===== src/rtl/mask_distr_n.sv =====
// Foreground mask engine: round-robin distribution of RGB pixels over N_LANES
// two-stage compare pipelines, per-lane reorder FIFOs and an in-order collector.
module mask_distr_n #(
  parameter int DATA_WIDTH    = 24,
  parameter int N_LANES       = 4,
  parameter int FIFO_DEPTH    = 4,
  parameter int ROW_PIXELS    = 640,
  parameter int ROWS_PER_FLAG = 12,
  localparam int CW           = DATA_WIDTH / 3,
  localparam int RCW          = (ROWS_PER_FLAG > 1) ? $clog2(ROWS_PER_FLAG) : 1
) (
  input  logic                  i_CLK,
  input  logic                  i_RSTn,
  input  logic [DATA_WIDTH-1:0] i_DATA,
  input  logic                  i_DATA_VALID,
  output logic                  o_READY,
  input  logic [CW-1:0]         i_THRESHOLD,
  output logic                  o_MASK,
  output logic                  o_MASK_VALID,
  input  logic                  i_MASK_READY,
  output logic [RCW-1:0]        o_ROW_CNT,
  output logic                  o_FULL_ROWS
);
  localparam int LW   = $clog2(N_LANES);
  localparam int PW   = $clog2(FIFO_DEPTH);
  localparam int CNTW = $clog2(FIFO_DEPTH + 1);
  localparam int PXW  = (ROW_PIXELS > 1) ? $clog2(ROW_PIXELS) : 1;

  logic                  r_run;
  logic [LW-1:0]         r_wr_lane;
  logic [LW-1:0]         r_rd_lane;
  logic [CNTW-1:0]       r_credit [N_LANES];
  logic [N_LANES-1:0]    r_s1_vld;
  logic [CW-1:0]         r_s1_r   [N_LANES];
  logic [CW-1:0]         r_s1_g   [N_LANES];
  logic [CW-1:0]         r_s1_b   [N_LANES];
  logic [CW-1:0]         r_s1_t   [N_LANES];
  logic [N_LANES-1:0]    r_s2_vld;
  logic [N_LANES-1:0]    r_s2_mask;
  logic [FIFO_DEPTH-1:0] r_fifo   [N_LANES];
  logic [PW-1:0]         r_fwr    [N_LANES];
  logic [PW-1:0]         r_frd    [N_LANES];
  logic [CNTW-1:0]       r_fcnt   [N_LANES];
  logic                  r_mask;
  logic                  r_mask_vld;
  logic [PXW-1:0]        r_pix_cnt;
  logic [RCW-1:0]        r_row_cnt;
  logic                  r_full;

  logic                  w_accept;
  logic                  w_pop;
  logic                  w_xfer;
  logic [N_LANES-1:0]    w_acc_lane;
  logic [N_LANES-1:0]    w_pop_lane;
  logic [N_LANES-1:0]    w_cmp;

  // r_run keeps o_READY low during reset and for no longer than one edge after it
  assign o_READY      = r_run && (r_credit[r_wr_lane] < CNTW'(FIFO_DEPTH));
  assign w_accept     = i_DATA_VALID && o_READY;
  assign w_pop        = (r_fcnt[r_rd_lane] != '0) && (!r_mask_vld || i_MASK_READY);
  assign w_xfer       = r_mask_vld && i_MASK_READY;
  assign o_MASK       = r_mask;
  assign o_MASK_VALID = r_mask_vld;
  assign o_ROW_CNT    = r_row_cnt;
  assign o_FULL_ROWS  = r_full;

  // Sums are one bit wider than a channel so R+T and B+T never wrap
  always_comb begin
    w_acc_lane = '0;
    w_pop_lane = '0;
    w_cmp      = '0;
    for (int l = 0; l < N_LANES; l++) begin
      w_acc_lane[l] = w_accept && (r_wr_lane == LW'(l));
      w_pop_lane[l] = w_pop && (r_rd_lane == LW'(l));
      w_cmp[l] = ({1'b0, r_s1_g[l]} > ({1'b0, r_s1_r[l]} + {1'b0, r_s1_t[l]})) &&
                 ({1'b0, r_s1_g[l]} > ({1'b0, r_s1_b[l]} + {1'b0, r_s1_t[l]}));
    end
  end

  always_ff @(posedge i_CLK or negedge i_RSTn) begin
    if (!i_RSTn) begin
      r_s1_vld  <= '0;
      r_s2_vld  <= '0;
      r_s2_mask <= '0;
      for (int l = 0; l < N_LANES; l++) begin
        r_credit[l] <= '0;
        r_s1_r[l]   <= '0;
        r_s1_g[l]   <= '0;
        r_s1_b[l]   <= '0;
        r_s1_t[l]   <= '0;
        r_fifo[l]   <= '0;
        r_fwr[l]    <= '0;
        r_frd[l]    <= '0;
        r_fcnt[l]   <= '0;
      end
    end else begin
      r_s1_vld  <= w_acc_lane;
      r_s2_vld  <= r_s1_vld;
      r_s2_mask <= w_cmp;
      for (int l = 0; l < N_LANES; l++) begin
        if (w_acc_lane[l]) begin
          r_s1_r[l] <= i_DATA[3*CW-1 -: CW];
          r_s1_g[l] <= i_DATA[2*CW-1 -: CW];
          r_s1_b[l] <= i_DATA[CW-1:0];
          r_s1_t[l] <= i_THRESHOLD;
        end
        // Credit reserves FIFO space at acceptance, so the pipeline never stalls
        if (w_acc_lane[l] && !w_pop_lane[l])
          r_credit[l] <= r_credit[l] + CNTW'(1);
        else if (!w_acc_lane[l] && w_pop_lane[l])
          r_credit[l] <= r_credit[l] - CNTW'(1);
        if (r_s2_vld[l]) begin
          r_fifo[l][r_fwr[l]] <= r_s2_mask[l];
          r_fwr[l] <= (r_fwr[l] == PW'(FIFO_DEPTH - 1)) ? '0 : r_fwr[l] + PW'(1);
        end
        if (w_pop_lane[l])
          r_frd[l] <= (r_frd[l] == PW'(FIFO_DEPTH - 1)) ? '0 : r_frd[l] + PW'(1);
        if (r_s2_vld[l] && !w_pop_lane[l])
          r_fcnt[l] <= r_fcnt[l] + CNTW'(1);
        else if (!r_s2_vld[l] && w_pop_lane[l])
          r_fcnt[l] <= r_fcnt[l] - CNTW'(1);
      end
    end
  end

  always_ff @(posedge i_CLK or negedge i_RSTn) begin
    if (!i_RSTn) begin
      r_run      <= 1'b0;
      r_wr_lane  <= '0;
      r_rd_lane  <= '0;
      r_mask     <= 1'b0;
      r_mask_vld <= 1'b0;
    end else begin
      r_run <= 1'b1;
      if (w_accept)
        r_wr_lane <= r_wr_lane + LW'(1);
      if (w_pop) begin
        r_mask     <= r_fifo[r_rd_lane][r_frd[r_rd_lane]];
        r_mask_vld <= 1'b1;
        r_rd_lane  <= r_rd_lane + LW'(1);
      end else if (w_xfer) begin
        r_mask_vld <= 1'b0;
      end
    end
  end

  always_ff @(posedge i_CLK or negedge i_RSTn) begin
    if (!i_RSTn) begin
      r_pix_cnt <= '0;
      r_row_cnt <= '0;
      r_full    <= 1'b0;
    end else begin
      r_full <= 1'b0;
      if (w_xfer) begin
        if (r_pix_cnt == PXW'(ROW_PIXELS - 1)) begin
          r_pix_cnt <= '0;
          if (r_row_cnt == RCW'(ROWS_PER_FLAG - 1)) begin
            r_row_cnt <= '0;
            r_full    <= 1'b1;
          end else begin
            r_row_cnt <= r_row_cnt + RCW'(1);
          end
        end else begin
          r_pix_cnt <= r_pix_cnt + PXW'(1);
        end
      end
    end
  end

endmodule


===== config.mk =====
export PLATFORM = sky130hd
export DESIGN_NAME = mask_distr_n
export DESIGN_NICKNAME = d
export VERILOG_FILES = /design/src/rtl/mask_distr_n.sv
export SDC_FILE = /design/constraint.sdc
export NUM_CORES = 1
export LEC_CHECK = 0
export BUFFER_PORTS_ARGS = -buffer_cell sky130_fd_sc_hd__buf_2
export CELL_PAD_IN_SITES_DETAIL_PLACEMENT = 0
export CELL_PAD_IN_SITES_GLOBAL_PLACEMENT = 1
export CORE_MARGIN = 3
export CORE_UTILIZATION = 46
export DETAILED_ROUTE_END_ITERATION = 12
export PLACE_DENSITY_LB_ADDON = 0.1
export SYNTH_ARGS = -nofsm -noshare
export SYNTH_HDL_FRONTEND = slang
export SYNTH_SLANG_ARGS = --single-unit

===== constraint.sdc =====
create_clock -name i_CLK -period 3.1 [get_ports i_CLK]
set_input_delay 0.62 -clock i_CLK [delete_from_list [all_inputs] [get_ports i_CLK]]
set_output_delay 0.62 -clock i_CLK [all_outputs]
set_load 0.01 [all_outputs]

==> results.md, run 1 <==
* Status: complete, no violations
* Gpl congestion at 0.800
* FILL cells at 2484
* First drt pass iteration count at 4
* Worst setup SP type: register
* Crit path max fanout at 3
* Post-CTS setup buffers at 0
* Depth of the worst register-to-register path at 14
* Rel. slew slack at 56.2%
* CP cell instances: ha_1 > inv_1 > fa_1 > nand2b_1 > a21oi_2 > o21ai_0 > nand2_1 > xnor2_1 > ha_1 > a211o_1 > a211oi_1 > o221ai_1 > nand4b_1 > nor4_1
* Die Ht at 176 µm
* Avg Inst Size Synth at 11.9 µm²
* CP most frequent cell: ha_1
* Routed wire length at 30200 µm
* Endpoints failing hold at 0
* Final period util at 93.4%
* Max Root-Sink Buffers at 3
* Synth unique cells at 54
* Drt wl/cell at 19.1 µm
* Overflow after GRT at 0
* Max Slew Vio Count at 0
* Largest net degree at the start of global routing at 70
* Setup WS post-layout at 205 ps
* Critical Path AT at 3300 ps
* Iter 0 DRT Violations at 321
* Placed cell count at 1533
* RSZ-0062 raised after global routing: no
* Cell Area, Synth at 13300 µm²
* Port bufs at 43
* Routed via count at 8309
* CTS tree: built
* Clock sink count at 218
* Most frequent cells in the layout: dfrtp_1 (218), ha_1 (166), nand2_1 (86)
* ANT cells at 0
* Hold_ws at 27.4 ps
* FF+latch area at 5460 µm²
* Crit Reg-Reg Endpoint: r_s2_mask[0]
* Share of cells above drive strength 1 at 22.1%
* Finished Layout Cells at 1579
* Min cycle time layout at 2900 ps
* Max-Cap Viols at 0
* Clock Latency Late Sink at 540 ps
* Worst-Margin Slew at 657 ps
* Root buf cell: clkbuf_16
* Fmax at 345 MHz
* Antenna violations before repair at 1
* Multi-input gate area at 7410 µm²
* Reg-to-reg critical path startpoint: r_s1_t[24]
* Total global routing track utilization at 20.1%
* First-pass GRT wire length at 48800 µm
* # IOs at 44
* Drt drc at 0
* Num rows at 61
* Clock Skew at 17.7 ps
* WS Path Type: register to register
* # hold bufs at CTS at 0
* Post-layout net count at 1400
* H-tree depth at 1
* Pre-CTS worst setup slack at 143 ps
* HP Class: primary input to asynchronous set/reset pin
* FF+latch count, synth at 218
* Max VDD drop at 0.649 mV
* Sequential cell area fraction in the yosys report at 40.9%
* Number of synthesized flops with an enable pin at 0
* Critical Path End Type: register
* Final setup TNS at 0 ps
* Required time of the worst setup path at 3510 ps
* Yosys warnings at 0
* Pwr/cell area at 1260 nW/µm²
* Inserted Clock Buffers at 25
* P_leak at 6.99 nW
* # setup viols final at 0
* DP Wirelength at 22900 µm
* Synthesized instance count at 1116
* Ys async rst share at 100%
* Slowest cell on the critical path: fa_1
* P&R area growth vs syn at 10.5%
* ANT nets after route at 0
* Initial Util at 47.3%
* Number of global-route vias before repair at 8835
* Chip width at 176 µm
* CP peak stage delay at 390 ps
* Clock Pin Slew Worst Setup and Hold Paths at 60 ps
* Core Region at 28200 µm²
* Reg2Reg Setup Slack at 200 ps
* Vias per cell at 5.26
* Post-Syn Nets at 1334
* Commonest non-fill, non-tap cell in the layout: dfrtp_1
* Ys flop type: dfrtp_1
* Die area at 31100 µm²
[worst max-delay path: cells and delay by family (launching register included)]
kind,cells,cell delay (ps)
AO/OA/AOI/OAI,5,940
adder cells (fa/ha/maj),3,820
AND/OR/NAND/NOR,4,450
buffers and inverters,1,50
XOR/XNOR,1,120
flip-flops,1,370
[timing repair]
action	in CTS	in global routing
resized for setup	0	9
hold endpoints to repair	0	0
setup endpoints to repair	0	4
[through the flow]
stage	power, mW	utilization [%]	area [µm²]
final	18.5	52.3	14700
after global routing	20.4	52.3	14700
after CTS	18.7	52.2	14700
after detailed placement	15.6	49.3	13900
after global placement	15.5	49.3	13900
after floorplan	13.0	-	13300
[kinds of logic (layout without fill, tap and decap cells)]
group / count (synthesis) / after routing / synth area share, %
xor+xnor: 73 / 73 / 4.80
other cells: 1 / 1 / 0.0281
buf+inv: 74 / 159 / 3.79
flops: 218 / 218 / 40.9
simple gates: 241 / 241 / 8.56
mux: 155 / 155 / 15.9
compound gates: 172 / 172 / 7.98
fa+ha+maj: 182 / 182 / 18.0
[Yosys cell counts, types with 12 or more instances]
| library cell | number | share of area [%] |
|---|---|---|
| dfrtp_1 | 218 | 41 |
| ha_1 | 166 | 16 |
| nand2_1 | 86 | 2.4 |
| mux2_4 | 80 | 9.0 |
| mux2_2 | 63 | 5.3 |
| nor2_1 | 59 | 1.7 |
| inv_1 | 55 | 1.5 |
| o21ai_0 | 54 | 2.0 |
| xor2_1 | 49 | 3.2 |
| a21oi_1 | 46 | 1.7 |
| a21o_1 | 28 | 1.6 |
| xnor2_1 | 24 | 1.6 |
| nand2b_1 | 20 | 0.94 |
| fa_1 | 16 | 2.4 |
| nor3_1 | 15 | 0.56 |
| nand3_1 | 13 | 0.49 |
| nand4_1 | 13 | 0.61 |
| buf_12 | 12 | 1.8 |
[cell type report]
class	instances	share of cell area, %
timing repair buffer	58	2.55
clock inverter	8	0.510
sequential	218	37.0
multi-input combinational	824	50.3
inverter	55	1.40
tap	378	3.21
clock buffer	38	4.99
[power by group]
part | internal, mW | switching [mW] | total [mW]
Sequential | 4.08 | 1.12 | 5.20
Combinational | 5.26 | 5.12 | 10.4
Clock | 1.72 | 1.20 | 2.92
[layer usage]
metal | wire length [µm] | track usage (%)
met1 | 13500 | 26.4
met2 | 14900 | 35.2
met3 | 1150 | 2.80
met4 | 614 | 4.59
met5 | 0 | 0
[worst max-delay path by stage]
stage / start / end / slack (ps) / cells past startpoint
floorplan: r_s1_t[24] / r_s2_mask[0] / 420 / 14
global placement: r_s1_t[24] / r_s2_mask[0] / 230 / 14
detailed placement: r_s1_t[0] / r_s2_mask[3] / 140 / 14
CTS: r_s1_t[0] / r_s2_mask[3] / 120 / 14
global route: r_s1_t[0] / r_s2_mask[3] / 2 / 14
finish: r_s1_t[24] / r_s2_mask[0] / 200 / 14
[state kept, by name (all words and copies together) (netlist names)]
| register | flops |
|---|---|
| o_ROW_CNT | 4 |
| r_fifo | 16 |
| r_frd | 8 |
| r_s1_t | 32 |
| o_MASK | 1 |
| r_rd_lane | 2 |
| r_run | 1 |
| r_s1_b | 32 |
| r_s1_vld | 4 |
| r_s1_r | 32 |
| r_s2_mask | 4 |
| o_FULL_ROWS | 1 |
| r_s1_g | 32 |
| r_pix_cnt | 10 |
| o_MASK_VALID | 1 |
| r_s2_vld | 4 |
| r_credit | 12 |
| r_wr_lane | 2 |
| r_fwr | 8 |
| r_fcnt | 12 |
Power figures use the tool's default switching activity.
==> run 2, diff against run 1 <==
--- a/config.mk
+++ b/config.mk
@@ -6,10 +6,12 @@
 export NUM_CORES = 1
 export LEC_CHECK = 0
 export BUFFER_PORTS_ARGS = -buffer_cell sky130_fd_sc_hd__buf_2
+export CAP_MARGIN = 15
 export CELL_PAD_IN_SITES_DETAIL_PLACEMENT = 0
 export CELL_PAD_IN_SITES_GLOBAL_PLACEMENT = 1
+export CORE_ASPECT_RATIO = 2
 export CORE_MARGIN = 3
-export CORE_UTILIZATION = 46
+export CORE_UTILIZATION = 52
 export DETAILED_ROUTE_END_ITERATION = 12
 export PLACE_DENSITY_LB_ADDON = 0.1
 export SYNTH_ARGS = -nofsm -noshare
==> results.md, run 2 (same netlist as run 1, synthesis figures left out) <==
* First drt pass iteration count at 4 (unchanged)
* DP Wirelength at 25400 µm (was 22900 µm)
* Pre-CTS worst setup slack at 25.3 ps (was 143 ps)
* DP Area at 13900 µm² (about the same)
* Final period util at 94.4% (was 93.4%)
* Clock sink count at 218 (unchanged)
* Most frequent cells in the layout: dfrtp_1 (218), ha_1 (166), nand2_1 (86) (unchanged)
* Worst-Margin Slew at 701 ps (was 657 ps)
* Root buf cell: clkbuf_16 (unchanged)
* WS Path Type: register to register (unchanged)
* Reg-to-reg critical path startpoint: r_s1_r[3] (was r_s1_t[24])
* Routed via count at 8559 (was 8309)
* Iter 0 DRT Violations at 255 (was 321)
* Reg2Reg Setup Slack at 170 ps (was 200 ps)
* CTS tree: built (unchanged)
* Pwr/cell area at 1280 nW/µm² (was 1260 nW/µm²)
* Setup WS post-layout at 173 ps (was 205 ps)
* P&R area growth vs syn at 10.4% (was 10.5%)
* # setup viols final at 0 (unchanged)
* Commonest non-fill, non-tap cell in the layout: dfrtp_1 (unchanged)
* Clock Latency Late Sink at 520 ps (was 540 ps)
* Critical Path AT at 3340 ps (was 3300 ps)
* Initial Util at 53.0% (was 47.3%)
* CP Capture Point: r_s2_mask[3] (was r_s2_mask[0])
* Antenna violations before repair at 0 (was 1)
* # IOs at 44 (unchanged)
* Num rows at 82 (was 61)
* Max-Cap Viols at 0 (unchanged)
* Post-Layout Inst Area at 14700 µm² (about the same)
* Required time of the worst setup path at 3520 ps (was 3510 ps)
* Clock Pin Slew Worst Setup and Hold Paths at 70 ps (was 60 ps)
* Max Slew Vio Count at 0 (unchanged)
* Routed wire length at 32800 µm (was 30200 µm)
* Chip width at 119 µm (was 176 µm)
* Status: complete, no violations (unchanged)
* Launch point of the worst path: r_s1_r[3] (was r_s1_t[24])
* H-tree depth at 1 (unchanged)
* Number of global-route vias before repair at 9323 (was 8835)
* Share of cells above drive strength 1 at 22.8% (was 22.1%)
* Critical Path End Type: register (unchanged)
* Overflow after GRT at 0 (unchanged)
* Port bufs at 43 (unchanged)
* Inserted Clock Buffers at 22 (was 25)
* Min cycle time layout at 2930 ps (was 2900 ps)
* Drt drc at 0 (unchanged)
* Vias per cell at 5.56 (was 5.26)
* HP Class: primary input to asynchronous set/reset pin (unchanged)
* Hold_ws at 77.8 ps (was 27.4 ps)
* Drt wl/cell at 21.3 µm (was 19.1 µm)
* Rel. slew slack at 53.3% (was 56.2%)
* Finished Layout Cells at 1540 (was 1579)
* Clock Skew at 14.5 ps (was 17.7 ps)
* Crit path max fanout at 3 (unchanged)
* Crit Reg-Reg Endpoint: r_s2_mask[3] (was r_s2_mask[0])
* First-pass GRT wire length at 51500 µm (was 48800 µm)
* Max Root-Sink Buffers at 3 (unchanged)
* Core Region at 25100 µm² (was 28200 µm²)
* Fmax at 342 MHz (was 345 MHz)
* Post-layout net count at 1406 (was 1400)
* Largest net degree at the start of global routing at 83 (was 70)
* Gpl congestion at 0.883 (was 0.800)
* Placed cell count at 1497 (was 1533)
* ANT cells at 0 (unchanged)
* Die Ht at 232 µm (was 176 µm)
* ANT nets after route at 0 (unchanged)
* Die area at 27700 µm² (was 31100 µm²)
* Endpoints failing hold at 0 (unchanged)
* Depth of the worst register-to-register path at 11 (was 14)
* Worst setup SP type: register (unchanged)
* P_leak at 7.02 nW (was 6.99 nW)
* Total global routing track utilization at 24.4% (was 20.1%)
* Max VDD drop at 0.676 mV (was 0.649 mV)
## run 2: changes by cell type in the layout (fill, tap and decap cells not counted), moves of 3 or more
cell     before  now
nor4_1        7    4
nor4_2        0    3
o21ai_1       0    5
buf_4        12   22
o21ai_0      54   49
## run 2: final cells by class
type | instances | area (µm²)
multi-input cells | 824 | 7430
flip-flops and latches | 218 | 5460
clock buffers | 32 | 649
fillers | 2137 | 10400
inverters | 55 | 206
well taps | 336 | 420
clock inverters | 8 | 124
repair buffers | 67 | 430
## run 2: how the worst min path moves through the flow
stage / start / to / slack [ps] / depth (start not counted)
CTS: i_RSTn / r_fcnt[2] / 100 / 1
finish: i_RSTn / r_fwr[7] / 80 / 1
global route: i_RSTn / r_fwr[7] / 130 / 1
detailed placement: r_s1_vld[2] / r_s2_vld[2] / 340 / 0
global placement: r_s1_vld[0] / r_s2_vld[0] / 330 / 0
floorplan: i_RSTn / o_FULL_ROWS / 320 / 0
## run 2: stage by stage
stage	total power, mW	utilization, %	setup TNS [ps]
floorplan	13.0	-	0
finish	18.8	58.5	0
CTS	18.9	58.2	0
global placement	15.7	55.1	0
detailed placement	15.9	55.1	0
global route	20.5	58.5	-4.51
## run 2: repair_timing
action                     CTS  global route
setup endpoints to repair    0             4
resized for setup            0            17
setup buffers                0             3
hold buffers                 0             0
## run 2: per-layer routing
layer  vias up  global-route usage [%]  share of wire [%]
met5         -                       0                  0
met4         0                    10.8                4.7
met3        62                    2.09                2.5
met2       133                    48.9                 57
met1      4258                    25.2                 36
li1       4106                       -                  -
## run 2: power breakdown
group          internal [mW]  switching [mW]  leakage (nW)
sequential              4.08            1.17          2.71
clock                   1.71            1.17         0.378
combinational           5.40            5.32          3.93
## run 2: worst max-delay path: stages, from the launching register on
cell	delay (ps)
dfrtp_1	400
ha_1	350
o21ai_0	310
a21oi_1	110
o41ai_1	320
xor2_1	260
ha_1	300
nand4_1	100
o211ai_1	90
a221oi_1	250
nand3_1	140
a311oi_1	210
==> run 3, diff against run 2 <==
--- a/config.mk
+++ b/config.mk
@@ -5,13 +5,14 @@
 export SDC_FILE = /design/constraint.sdc
 export NUM_CORES = 1
 export LEC_CHECK = 0
+export ABC_AREA = 1
 export BUFFER_PORTS_ARGS = -buffer_cell sky130_fd_sc_hd__buf_2
 export CAP_MARGIN = 15
 export CELL_PAD_IN_SITES_DETAIL_PLACEMENT = 0
 export CELL_PAD_IN_SITES_GLOBAL_PLACEMENT = 1
 export CORE_ASPECT_RATIO = 2
 export CORE_MARGIN = 3
-export CORE_UTILIZATION = 52
+export CORE_UTILIZATION = 49
 export DETAILED_ROUTE_END_ITERATION = 12
 export PLACE_DENSITY_LB_ADDON = 0.1
 export SYNTH_ARGS = -nofsm -noshare
==> constraint.sdc (replaced) <==
create_clock -name i_CLK -period 2.7 [get_ports i_CLK]
set_input_delay 0.54 -clock i_CLK [delete_from_list [all_inputs] [get_ports i_CLK]]
set_output_delay 0.54 -clock i_CLK [all_outputs]
set_load 0.01 [all_outputs]
==> results.md, run 3 <==
* Status: complete, no violations (unchanged)
* Inserted Clock Buffers at 21 (was 22)
* Hold Path Depth at 4
* CP most frequent cell: nor2_1 (was ha_1)
* Rel. slew slack at 53.7% (was 53.3%)
* CP peak stage delay at 380 ps (was 400 ps)
* Ys async rst share at 100% (unchanged)
* FILL cells at 2540 (was 2137)
* Critical path depth in cells at 18 (was 11)
* Worst setup SP type: register (unchanged)
* Final total power at 20.2 mW (was 18.8 mW)
* Setup WS post-layout at 196 ps (was 173 ps)
* ANT cells at 0 (unchanged)
* Drt wl/cell at 17.4 µm (was 21.3 µm)
* Endpoints failing hold at 0 (unchanged)
* Pwr/cell area at 1370 nW/µm² (was 1280 nW/µm²)
* Routed via count at 9911 (was 8559)
* Max Slew Vio Count at 0 (unchanged)
* Most frequent cells in the layout: nand2_1 (356), dfrtp_1 (216), ha_1 (161) (was dfrtp_1 (218), ha_1 (166), nand2_1 (86))
* Largest net degree at the start of global routing at 67 (was 83)
* H-tree depth at 1 (unchanged)
* Initial Util at 49.7% (was 53.0%)
* Root buf cell: clkbuf_16 (unchanged)
* Drt drc at 0 (unchanged)
* Max-Cap Viols at 0 (unchanged)
* Clock Pin Slew Worst Setup and Hold Paths at 70 ps (about the same)
* Synthesized instance count at 1494 (was 1116)
* Post-Syn Nets at 1712 (was 1334)
* FF+latch count, synth at 218 (unchanged)
* # setup viols final at 0 (unchanged)
* Critical Path AT at 2950 ps (was 3340 ps)
* Delay-heaviest family, CP: simple AND/OR/NAND/NOR gates (was compound AO/OA/AOI/OAI gates)
* CP Capture Point: r_s2_mask[3] (unchanged)
* Final setup TNS at 0 ps (unchanged)
* Die area at 29400 µm² (was 27700 µm²)
* Share of cells above drive strength 1 at 13.0% (was 22.8%)
* P_leak at 7.58 nW (was 7.02 nW)
* Yosys warnings at 0 (unchanged)
* Critical Path End Type: register (unchanged)
* Antenna violations before repair at 0 (unchanged)
* CTS tree: built (unchanged)
* Iter 0 DRT Violations at 509 (was 255)
* Clock Latency Late Sink at 510 ps (was 520 ps)
* Crit Reg-Reg Endpoint: r_s2_mask[3] (unchanged)
* Launch point of the worst path: r_s1_t[0] (was r_s1_r[3])
* Reg2Reg Setup Slack at 200 ps (was 170 ps)
* Pre-CTS worst setup slack at 23.1 ps (was 25.3 ps)
* First-pass GRT wire length at 52600 µm (was 51500 µm)
* Routed wire length at 33100 µm (was 32800 µm)
* Buf/Inv on CP at 1 (was 0)
* Chip width at 123 µm (was 119 µm)
* Ys flop type: dfrtp_1 (unchanged)
* Clock Skew at 20.4 ps (was 14.5 ps)
* # IOs at 44 (unchanged)
* Synth unique cells at 33 (was 54)
* Clock sink count at 218 (unchanged)
* Overflow after GRT at 0 (unchanged)
* DP Wirelength at 26100 µm (was 25400 µm)
* Number of synthesized flops with an enable pin at 0 (unchanged)
* WS Path Type: register to register (unchanged)
* Slowest cell on the critical path: dfrtp_1 (unchanged)
* Depth of the worst register-to-register path at 18 (was 11)
* Synth area leader: dfrtp_1 (unchanged)
* Gpl congestion at 0.921 (was 0.883)
* Worst-Margin Slew at 695 ps (was 701 ps)
* Die Ht at 240 µm (was 232 µm)
* Core Region at 26900 µm² (was 25100 µm²)
* Final Core Density at 54.7% (was 58.5%)
* ANT nets after route at 0 (unchanged)
* Synth top cells by count: nand2_1 (359), dfrtp_1 (218), ha_1 (166), inv_1 (158), a21oi_1 (89) (was dfrtp_1 (218), ha_1 (166), nand2_1 (86), mux2_4 (80), mux2_2 (63))
* Vias per cell at 5.19 (was 5.56)
* Required time of the worst setup path at 3140 ps (was 3520 ps)
* P&R area growth vs syn at 10.0% (was 10.4%)
* Cell Area, Synth at 13400 µm² (was 13300 µm²)
* Commonest non-fill, non-tap cell in the layout: nand2_1 (was dfrtp_1)
* Port bufs at 43 (unchanged)
* Reg-to-reg critical path startpoint: r_s1_t[0] (was r_s1_r[3])
* Synth area leaders: dfrtp_1 (41%), ha_1 (16%), nand2_1 (10%), inv_1 (4.4%), o21ai_2 (3.3%) (was dfrtp_1 (41%), ha_1 (16%), mux2_4 (9.0%), mux2_2 (5.3%), xor2_1 (3.2%))
* Max Root-Sink Buffers at 3 (unchanged)
* Max VDD drop at 0.859 mV (was 0.676 mV)
* Total global routing track utilization at 23.4% (was 24.4%)
* Sequential cell area fraction in the yosys report at 40.8% (was 40.9%)
* Fmax at 399 MHz (was 342 MHz)
* Final period util at 92.8% (was 94.4%)
* Count leader, synth: nand2_1 (was dfrtp_1)
* Avg Inst Size Synth at 8.96 µm² (was 11.9 µm²)
* Crit path max fanout at 3 (unchanged)
* First drt pass iteration count at 5 (was 4)
* Post-layout net count at 1765 (was 1406)
* Min cycle time layout at 2500 ps (was 2930 ps)
* Number of global-route vias before repair at 9948 (was 9323)
* Hold_ws at 343 ps (was 77.8 ps)
* CP cell instances: ha_2 > inv_1 > fa_2 > nor2_1 > nor2_2 > nor2_1 > nor2_1 > xor2_1 > ha_1 > nand2_1 > nor2_1 > nand2_1 > nand3_1 > nor2_1 > nand2_1 > nor2_1 > nand2_1 > nor2_1 (was ha_1 > o21ai_0 > a21oi_1 > o41ai_1 > xor2_1 > ha_1 > nand4_1 > o211ai_1 > a221oi_1 > nand3_1 > a311oi_1)
* Num rows at 85 (was 82)
* HP Class: primary input to register (was primary input to asynchronous set/reset pin)
* Yosys top cell area share at 40.8% (was 40.9%)
[run 3: report_power, final]
| part | internal (mW) | switching [mW] |
|---|---|---|
| sequential | 4.68 | 1.23 |
| clock | 1.83 | 1.27 |
| combinational | 4.80 | 6.41 |
| total | 11.3 | 8.91 |
[run 3: worst min path at each step]
stage	from	endpoint	slack, ps
after detailed placement	r_s1_vld[2]	r_s2_vld[2]	340
after CTS	i_MASK_READY	o_MASK_VALID	330
after global routing	i_MASK_READY	o_MASK_VALID	350
after global placement	r_s1_vld[2]	r_s2_vld[2]	330
final	i_MASK_READY	o_MASK_VALID	340
after floorplan	i_RSTn	o_FULL_ROWS	240
[run 3: cells by family after synthesis]
family,share of synthesized area [%]
fa+ha+maj,17.9
xor+xnor,4.58
buf+inv,6.94
other cells,0.0280
simple gates,16.3
compound gates,12.8
mux,0.673
flops,40.8
[run 3: worst reg2reg max path: cells and delay by family, from the launching register on]
family / cells / cell delay, ps
simple gates: 13 / 1040
fa+ha+maj: 3 / 840
flops: 1 / 380
xor+xnor: 1 / 140
buf+inv: 1 / 50
[run 3: routing by layer]
layer  up-vias  GRT usage (%)  wire [µm]
met5         -              0          0
met3        66           2.22        892
li1       5028              -          -
met4         0           9.59       1480
met2       161           44.9      18500
met1      4656           25.5      12200
[run 3: area by class of cell]
class                           count  area, µm²  area share, %
Clock buffer                       29        596           4.05
Tap cell                          348        435           2.96
Multi-Input combinational cell   1079       7080           48.1
Sequential cell                   218       5460           37.1
Inverter                          160        601           4.08
Clock inverter                      8        120          0.816
Timing Repair Buffer               67        433           2.94
[run 3: timing repair]
item / 4_1_cts / 5_1_grt
hold buffers: 1 / 0
resized for setup: 0 / 36
endpoints found under the setup margin: 0 / 9
setup buffers: 0 / 1
endpoints found under the hold margin: 30 / 0
[run 3: stage by stage]
step	area, µm²	cells
final	14700	1909
after detailed placement	13900	1870
after CTS	14600	1908
after global routing	14700	1909
after global placement	13900	1870
after floorplan	13400	1494
